**src/rtl/qam_frame_sync_pkg.sv**
```systemverilog
// Shared definitions for the QAM frame synchroniser: state encoding,
// default sync pattern and data path widths.
package qam_frame_sync_pkg;

   localparam int NIB_W  = 4;
   localparam int BYTE_W = 8;

   localparam logic [15:0] SYNC_WORD_DEFAULT = 16'hA5C3;

   typedef enum logic [1:0] {
      HUNT    = 2'd0,
      LEN     = 2'd1,
      PAYLOAD = 2'd2
   } fsm_state_t;

endpackage

```
**src/rtl/qam_frame_sync_nibble_packer.sv**
```systemverilog
// Pairs consecutive nibbles (high first) into a byte. The strobe and byte are
// combinational on the completing nibble so the caller can register them.
module nibble_packer
   import qam_frame_sync_pkg::*;
(
   input  logic              dclk,
   input  logic              rst_n,
   input  logic              clr,
   input  logic              nib_en,
   input  logic [NIB_W-1:0]  nib,
   output logic [BYTE_W-1:0] byte_data,
   output logic              byte_stb
);

   logic [NIB_W-1:0] hi_nib;
   logic             phase;

   always_ff @(posedge dclk) begin
      if (!rst_n || clr) begin
         hi_nib <= '0;
         phase  <= 1'b0;
      end else if (nib_en) begin
         if (!phase) hi_nib <= nib;
         phase <= ~phase;
      end
   end

   assign byte_data = {hi_nib, nib};
   assign byte_stb  = nib_en && phase;

endmodule

```
**src/rtl/qam_frame_sync.sv**
```systemverilog
// Frame synchroniser: hunts for the sync word in a nibble stream, reads an
// 8-bit length, then assembles the payload into bytes behind a one-deep output stage.
//
// state   | meaning
// HUNT    | shifting nibbles, looking for SYNC_WORD
// LEN     | collecting the two length nibbles
// PAYLOAD | packing payload bytes until frame_len have transferred
module qam_frame_sync
   import qam_frame_sync_pkg::*;
#(
   parameter logic [15:0] SYNC_WORD = SYNC_WORD_DEFAULT
)(
   input  logic              dclk,
   input  logic              rst_n,
   input  logic [NIB_W-1:0]  nib_in,
   input  logic              nib_valid,
   output logic              nib_ready,
   output logic [BYTE_W-1:0] byte_out,
   output logic              byte_valid,
   input  logic              byte_ready,
   output logic              frame_start,
   output logic              frame_end,
   output logic [BYTE_W-1:0] frame_len,
   output logic              locked,
   output logic [BYTE_W-1:0] frame_count
);

   fsm_state_t        state;
   logic [11:0]       sync_hist;
   logic [15:0]       sync_next;
   logic [BYTE_W-1:0] xfer_cnt;
   logic [BYTE_W:0]   loaded_before;
   logic              nib_acc;
   logic              byte_xfer;
   logic              sync_hit;
   logic              leave;
   logic              pk_en;
   logic              pk_stb;
   logic [BYTE_W-1:0] pk_byte;

   assign nib_ready = !(byte_valid && !byte_ready);
   assign nib_acc   = nib_valid && nib_ready;
   assign byte_xfer = byte_valid && byte_ready;

   // sync_hist keeps the three older nibbles; the newest arrives on nib_in
   assign sync_next = {sync_hist, nib_in};
   assign sync_hit  = (state == HUNT) && nib_acc && (sync_next == SYNC_WORD);

   // bytes handed to the output stage so far, counting one leaving this cycle
   assign loaded_before = {1'b0, xfer_cnt} + {{BYTE_W{1'b0}}, byte_xfer};

   assign pk_en = nib_acc && (state == LEN || state == PAYLOAD);

   always_comb begin
      leave = 1'b0;
      case (state)
         HUNT:    leave = sync_hit;
         LEN:     leave = pk_stb;
         PAYLOAD: leave = byte_xfer && frame_end;
         default: leave = 1'b1;
      endcase
   end

   nibble_packer u_packer (
      .dclk      (dclk),
      .rst_n     (rst_n),
      .clr       (leave),
      .nib_en    (pk_en),
      .nib       (nib_in),
      .byte_data (pk_byte),
      .byte_stb  (pk_stb)
   );

   always_ff @(posedge dclk) begin
      if (!rst_n) begin
         state       <= HUNT;
         sync_hist   <= '0;
         xfer_cnt    <= '0;
         byte_out    <= '0;
         byte_valid  <= 1'b0;
         frame_start <= 1'b0;
         frame_end   <= 1'b0;
         frame_len   <= '0;
         locked      <= 1'b0;
         frame_count <= '0;
      end else begin
         if (state == PAYLOAD && pk_stb) begin
            byte_out    <= pk_byte;
            byte_valid  <= 1'b1;
            frame_start <= (loaded_before == '0);
            frame_end   <= (loaded_before + 1'b1 == {1'b0, frame_len});
         end else if (byte_xfer) begin
            byte_valid  <= 1'b0;
            frame_start <= 1'b0;
            frame_end   <= 1'b0;
         end

         if (byte_xfer) xfer_cnt <= xfer_cnt + 1'b1;

         case (state)
            HUNT: begin
               if (nib_acc) begin
                  sync_hist <= sync_next[11:0];
                  if (sync_hit) begin
                     state  <= LEN;
                     locked <= 1'b1;
                  end
               end
            end
            LEN: begin
               sync_hist <= '0;
               if (pk_stb) begin
                  frame_len <= pk_byte;
                  xfer_cnt  <= '0;
                  if (pk_byte != '0) begin
                     state <= PAYLOAD;
                  end else begin
                     frame_count <= frame_count + 1'b1;
                     locked      <= 1'b0;
                     state       <= HUNT;
                  end
               end
            end
            PAYLOAD: begin
               sync_hist <= '0;
               if (byte_xfer && frame_end) begin
                  frame_count <= frame_count + 1'b1;
                  locked      <= 1'b0;
                  state       <= HUNT;
               end
            end
            default: state <= HUNT;
         endcase
      end
   end

endmodule

```
**config.mk**
```make
export PLATFORM = sky130hd
export DESIGN_NAME = qam_frame_sync
export DESIGN_NICKNAME = d
export VERILOG_FILES = /design/src/rtl/qam_frame_sync_pkg.sv /design/src/rtl/qam_frame_sync_nibble_packer.sv /design/src/rtl/qam_frame_sync.sv
export SDC_FILE = /design/constraint.sdc
export NUM_CORES = 1
export LEC_CHECK = 0
export CAP_MARGIN = 25
export CORE_MARGIN = 4
export CORE_UTILIZATION = 43
export DETAILED_ROUTE_END_ITERATION = 8
export PLACE_DENSITY = 0.71
export SYNTH_ARGS = -nofsm -noshare
export SYNTH_HDL_FRONTEND = slang
export SYNTH_SLANG_ARGS = --single-unit
```
**constraint.sdc**
```tcl
create_clock -name dclk -period 6.8 [get_ports dclk]
set_clock_uncertainty 0.1 [all_clocks]
set_input_delay 0.68 -clock dclk [delete_from_list [all_inputs] [get_ports dclk]]
set_output_delay 0.68 -clock dclk [all_outputs]
set_load 0.1 [all_outputs]
```
==> results of run 1 <==
-- report_power, final --
group          internal [mW]  switching [mW]  leakage (nW)
logic                0.00870          0.0143         0.836
registers              0.324         0.00175         0.444
clock network         0.0931           0.100        0.0515
total                  0.426           0.116          1.33
-- worst min-delay path: cells and delay by family, from the launching register on --
| kind | cells | cell delay, ns |
|---|---|---|
| flip-flops | 1 | 0.32 |
| AND/OR/NAND/NOR | 1 | 0.05 |
| AO/OA/AOI/OAI | 1 | 0.05 |
-- worst max path at each step --
| stage | start | end |
|---|---|---|
| floorplan | byte_valid | frame_end |
| global placement | byte_ready | frame_end |
| detailed placement | byte_ready | frame_end |
| CTS | byte_ready | nib_ready |
| global route | byte_ready | frame_end |
| finish | byte_ready | nib_ready |
-- area by class of cell --
type | instances | area, µm² | share of cell area [%]
Inverter | 8 | 30.03 | 0.8526
Clock buffer | 8 | 100.1 | 2.842
Multi-Input combinational cell | 263 | 1783 | 50.62
Sequential cell | 55 | 1101 | 31.26
Tap cell | 96 | 120.1 | 3.410
Timing Repair Buffer | 37 | 387.9 | 11.01
-- cell usage in the layout (no fill, tap or decap), types with 3 or more instances in the layout --
cell / netlist / layout
nor2_1: 40 / 40
clkbuf_8: 0 / 7
nand4_1: 10 / 10
nand3b_1: 13 / 13
a31oi_1: 4 / 4
nand2_1: 35 / 35
inv_1: 8 / 8
o21ai_0: 6 / 6
mux2i_1: 25 / 25
nand4b_1: 3 / 3
nand2b_1: 5 / 5
nor3_1: 7 / 7
a21oi_1: 21 / 21
dfxtp_1: 55 / 55
xnor2_1: 19 / 19
and2_1: 5 / 5
or3_1: 3 / 3
ha_1: 10 / 10
nor4_2: 4 / 4
nand3_1: 8 / 8
clkdlybuf4s50_1: 0 / 36
a211oi_1: 3 / 3
xor2_1: 8 / 8
nor4_1: 4 / 4
-- layer usage --
metal  track usage [%]  wire, µm
met1             21.98      3187
met4             5.151       129
met5                 0         0
met3             2.871       292
met2             28.67      3268
-- state kept, by name, summed over array words and instances (netlist names) --
name             flops
state                2
xfer_cnt             8
u_packer.hi_nib      4
frame_end            1
byte_valid           1
locked               1
frame_len            8
sync_hist           12
frame_count          8
byte_out             8
u_packer.phase       1
frame_start          1
-- cells by family (layout without fill, tap and decap cells) --
| family | count (synthesis) | in the layout | synth area share (%) |
|---|---|---|---|
| AOI/OAI and AO/OA | 51 | 51 | 11.78 |
| xor gates and xnor gates | 28 | 28 | 8.406 |
| adders and majority gates | 10 | 10 | 4.161 |
| buffers and inverters | 27 | 53 | 4.078 |
| DFF | 55 | 55 | 36.62 |
| muxes | 25 | 25 | 8.323 |
| and+or+nand+nor | 149 | 149 | 26.63 |
==> qor.yml, run 1 <==
finish:
  diodes: 0
  final_util_pct: 51.84
  syn_to_final_growth_pct: 17.15
  fin_nets: 388
  fillCellCount: 655
  drive_gt1_share_pct: 5.391
  fin_cells: 467
  finalInstanceArea_um2: 3522
critical_path:
  crit_path_max_incr_delay_ns: 1.18
  reg2reg_depth: 8
  crit_required_ns: 6.02
  cp_common_cell: "clkdlybuf4s50_1"
  path_buf_inv: 2
  reg2reg_to: "frame_end"
  ff2ff_setup_slack_ns: 3.77
  crit_chain: "clkdlybuf4s50_1, nand2b_1, clkdlybuf4s50_1"
  startpoint_type: "primary input"
  endpoint_kind: "output pin"
  worst-setup-path-type: "primary input to output pin"
  crit_family: "buffers and inverters"
  worstPathArrival_ns: 2.58
  critPathMaxFanout: 7
  slowest_stage: "clkdlybuf4s50_1"
  r2r-start: "state[0]"
  crit_cells: 3
routing:
  vias_per_cell: 5.358
  vias: 2502
  wl_per_cell_um: 14.73
  drt_first_pass_iters: 4
  drc_errors: 0
  drt_iter0_markers: 146
  antenna_left: 0
  totalWireLength_um: 6878
global_route:
  grt_use_total_pct: 16.94
  grt_pass1_vias: 2449
  grt_pass1_wl_um: 11790
  antenna_found_initial: 0
  grt_max_degree: 27
  overflow: 0
placed_design:
  post-place-ws_ns: 3.141
  routabilityCongestion: 0.9150
  dp_cells: 459
  place.port_buffers: 36
  dpl.hpwl_um: 5001
  place_area_um2: 3422
cts:
  clock_tree.buffer_depth: 2
  postCtsResizedCells: 0
  cts-htree-levels: 2
  clkTransAtPathRegs_ns: 0.09
  cts-buffers-inserted: 5
  post_cts_buffers: 0
  tritoncts: "done"
  root_buffer: "clkbuf_8"
  insertion_delay_ns: 0.30
  cts_sinks: 55
  postCtsHoldBufs: 0
synthesis:
  async_reset_ff_share_pct: 0
  synth_cell_types: 52
  synth_most_common_cell: "dfxtp_1"
  yosys.area.top_type_share_pct: 36.62
  yosys-top-cells-count: "dfxtp_1 (55), nor2_1 (40), nand2_1 (35)"
  syn_nets: 363
  avgSynthCellArea_um2: 8.715
  synth_top_area_cell: "dfxtp_1"
  synth_warnings: 0
  synthCells: 345
  synth_top_cells_by_area: "dfxtp_1 (37%), mux2i_1 (8.3%), xnor2_1 (5.5%), nor2_1 (5.0%), nand2_1 (4.4%)"
  synth_edf_count: 0
  synth-main-ff-cell: "dfxtp_1"
  ys_seq_area_share_pct: 36.62
  synth-seq-cells: 55
  syn_area_um2: 3007
floorplanning:
  rows: 30
  die_h_um: 91.62
  coreArea_um2: 6794
  die_w_um: 91.62
  pin_count: 37
  die_area_um2: 8394
  start_util_pct: 44.25
sta:
  worst_slew_pin_slew_ns: 0.9782
  finalSetupViolCount: 0
  hold_violations: 0
  whs_ns: 0.3567
  fmax_mhz: 297.6
  min_period_over_period_pct: 49.42
  setup_tns_ns: 0
  fin_crit_ns: 3.361
  setup_ws_ns: 3.439
  final_max_slew_viol_count: 0
  maxSlewHeadroom_pct: 34.58
  rsz0062_at_grt: "false"
power:
  power.leakage_nw: 1.332
  power_mw: 0.5424
  cellPowerDensity_nw_per_um2: 154.0
  vdd_drop_max_mv: 0.1124
run_status:
  outcome: "finished clean"
worst_hold_path:
  hold_path.class: "register to register"
  min_path_cells: 2
  min_from: "sync_hist[11]"
  min_to: "sync_hist[11]"
job:
  drv_cap: 0
Power figures use the tool's default switching activity.
==> run 2, diff against run 1 <==
clock period = 3.4 ns   (was 6.8 ns; I/O delays follow)
==> run 2 against run 1 <==
Effect of this change:
- critical path type is now primary input to register
- first-iteration DRC count is 43% lower
- sequential power is 100% higher
- highest routed layer unchanged
- largest cell class unchanged
- register-to-register slack worse by 2.9 ns
==> qor.yml, run 2 (synthesis gave the netlist of run 1 again) <==
sta:
  fin_crit_ns: 2.674
  setup_tns_ns: 0  # unchanged
  min_period_over_period_pct: 78.65
  hold_violations: 0  # unchanged
  rsz0062_at_grt: "false"  # unchanged
  finalSetupViolCount: 0  # unchanged
  setup_ws_ns: 0.7257  # was 3.439 ns
  fmax_mhz: 373.9
  maxSlewHeadroom_pct: 32.95  # was 34.58%
  final_max_slew_viol_count: 0  # unchanged
  worst_slew_pin_slew_ns: 1.003  # was 0.9782 ns
cts:
  cts_sinks: 55  # unchanged
  cts-buffers-inserted: 5  # unchanged
  tritoncts: "done"  # unchanged
  cts-htree-levels: 2  # unchanged
  insertion_delay_ns: 0.31  # was 0.30 ns
  clock_tree.buffer_depth: 2  # unchanged
  root_buffer: "clkbuf_8"  # unchanged
  postCtsResizedCells: 0  # unchanged
  postCtsHoldBufs: 0  # unchanged
  clkTransAtPathRegs_ns: 0.10  # was 0.09 ns
  post_cts_buffers: 0  # unchanged
critical_path:
  worstPathArrival_ns: 2.83  # was 2.58 ns
  worst-setup-path-type: "primary input to register"  # was primary input to output pin
  endpoint_kind: "register"  # was output pin
  startpoint_type: "primary input"  # unchanged
  critPathMaxFanout: 6  # was 7
  reg2reg_depth: 12  # was 8
  crit_required_ns: 3.55  # was 6.02 ns
placed_design:
  place_area_um2: 3430  # was 3422 µm²
  routabilityCongestion: 0.8765  # was 0.9150
  place.port_buffers: 36  # unchanged
  dpl.hpwl_um: 5045  # was 5001 µm
  post-place-ws_ns: 0.3864  # was 3.141 ns
floorplanning:
  die_area_um2: 8394  # unchanged
  die_h_um: 91.62  # unchanged
  die_w_um: 91.62  # unchanged
  rows: 30  # unchanged
  pin_count: 37  # unchanged
  coreArea_um2: 6794  # unchanged
  start_util_pct: 44.25  # unchanged
power:
  cellPowerDensity_nw_per_um2: 297.5  # was 154.0 nW/µm²
  vdd_drop_max_mv: 0.2786  # was 0.1124 mV
  power_mw: 1.045  # was 0.5424 mW
  power.leakage_nw: 1.339  # was 1.332 nW
routing:
  totalWireLength_um: 6970  # was 6878 µm
  wl_per_cell_um: 14.80  # was 14.73 µm
  drc_errors: 0  # unchanged
  drt_iter0_markers: 83  # was 146
  drt_first_pass_iters: 4  # unchanged
  vias: 2520  # was 2502
  vias_per_cell: 5.350  # was 5.358
  antenna_left: 0  # unchanged
global_route:
  antenna_found_initial: 0  # unchanged
  grt_pass1_vias: 2442  # was 2449
  grt_use_total_pct: 16.93  # was 16.94%
  overflow: 0  # unchanged
  grt_pass1_wl_um: 11680  # was 11790 µm
  grt_max_degree: 26  # was 27
finish:
  finalInstanceArea_um2: 3513  # was 3522 µm²
  largest_reg_flops: 12  # unchanged
  diodes: 0  # unchanged
  syn_to_final_growth_pct: 16.85  # was 17.15%
  max_flop_register: "sync_hist"  # unchanged
  fin_nets: 392  # was 388
  final_cell_mix: "dfxtp_1 (55), nor2_1 (40), nand2_1 (35), clkdlybuf4s50_1 (35), mux2i_1 (25)"  # was dfxtp_1 (55), nor2_1 (40), clkdlybuf4s50_1 (36)
  fillCellCount: 663  # was 655
  drive_gt1_share_pct: 6.933  # was 5.391%
  layout_commonest_cell: "dfxtp_1"  # unchanged
job:
  drv_cap: 0  # unchanged
worst_hold_path:
  min_path_cells: 2  # unchanged
  hold_path.class: "register to register"  # unchanged
run_status:
  outcome: "finished clean"  # unchanged
-- run 2: changes by cell type in the layout (fill, tap and decap cells not counted) --
cell / delta
clkbuf_8: -2
buf_16: -1
clkinv_2: +3
clkbuf_1: -1
clkdlybuf4s50_1: -1
buf_4: +6
-- run 2: metal layers --
layer,track usage [%],part of all wire (%),wire length (µm)
met4,6.030,1.7,119
met2,29.09,49,3422
met3,3.199,3.5,242
met1,21.04,46,3186
met5,0,0,0
-- run 2: critical path, stage by stage --
cell             delay [ns]
clkdlybuf4s50_1        0.42
nand2_1                0.14
inv_1                  0.07
ha_1                   0.19
ha_1                   0.38
inv_1                  0.06
ha_1                   0.28
xnor2_1                0.14
nand3_1                0.10
nor4_2                 0.27
o2111a_1               0.22
nand4b_1               0.09
o21ai_1                0.11
-- run 2: per-stage QoR --
stage                     cells  hold slack [ns]  utilization (%)
after CTS                   471           0.3641            51.71
after global routing        471           0.3769            51.71
final                       471           0.3650            51.71
after floorplan             345           0.3276                -
after global placement      463           0.3411            50.48
after detailed placement    463           0.3501            50.48
-- run 2: worst paths after layout --
path | slack, ns | end | start
setup reg to reg | 0.83 | frame_end | byte_valid
hold reg to reg | 0.37 | sync_hist[11] | sync_hist[11]
setup / recovery | 0.73 | frame_end | byte_ready
hold / removal | 0.37 | sync_hist[11] | sync_hist[11]
-- run 2: report_power, final --
group	switching, mW	internal [mW]	leakage [nW]
logic	0.0278	0.0150	0.847
clock network	0.209	0.142	0.0477
registers	0.00340	0.648	0.444
-- run 2: cell type report --
type | instances | area [µm²] | area share (%)
timing repair buffer | 41 | 395.4 | 11.25
clock inverter | 3 | 15.01 | 0.4274
tap | 96 | 120.1 | 3.419
clock buffer | 5 | 68.82 | 1.959
inverter | 8 | 30.03 | 0.8547
multi-input combinational | 263 | 1783 | 50.75
sequential | 55 | 1101 | 31.34
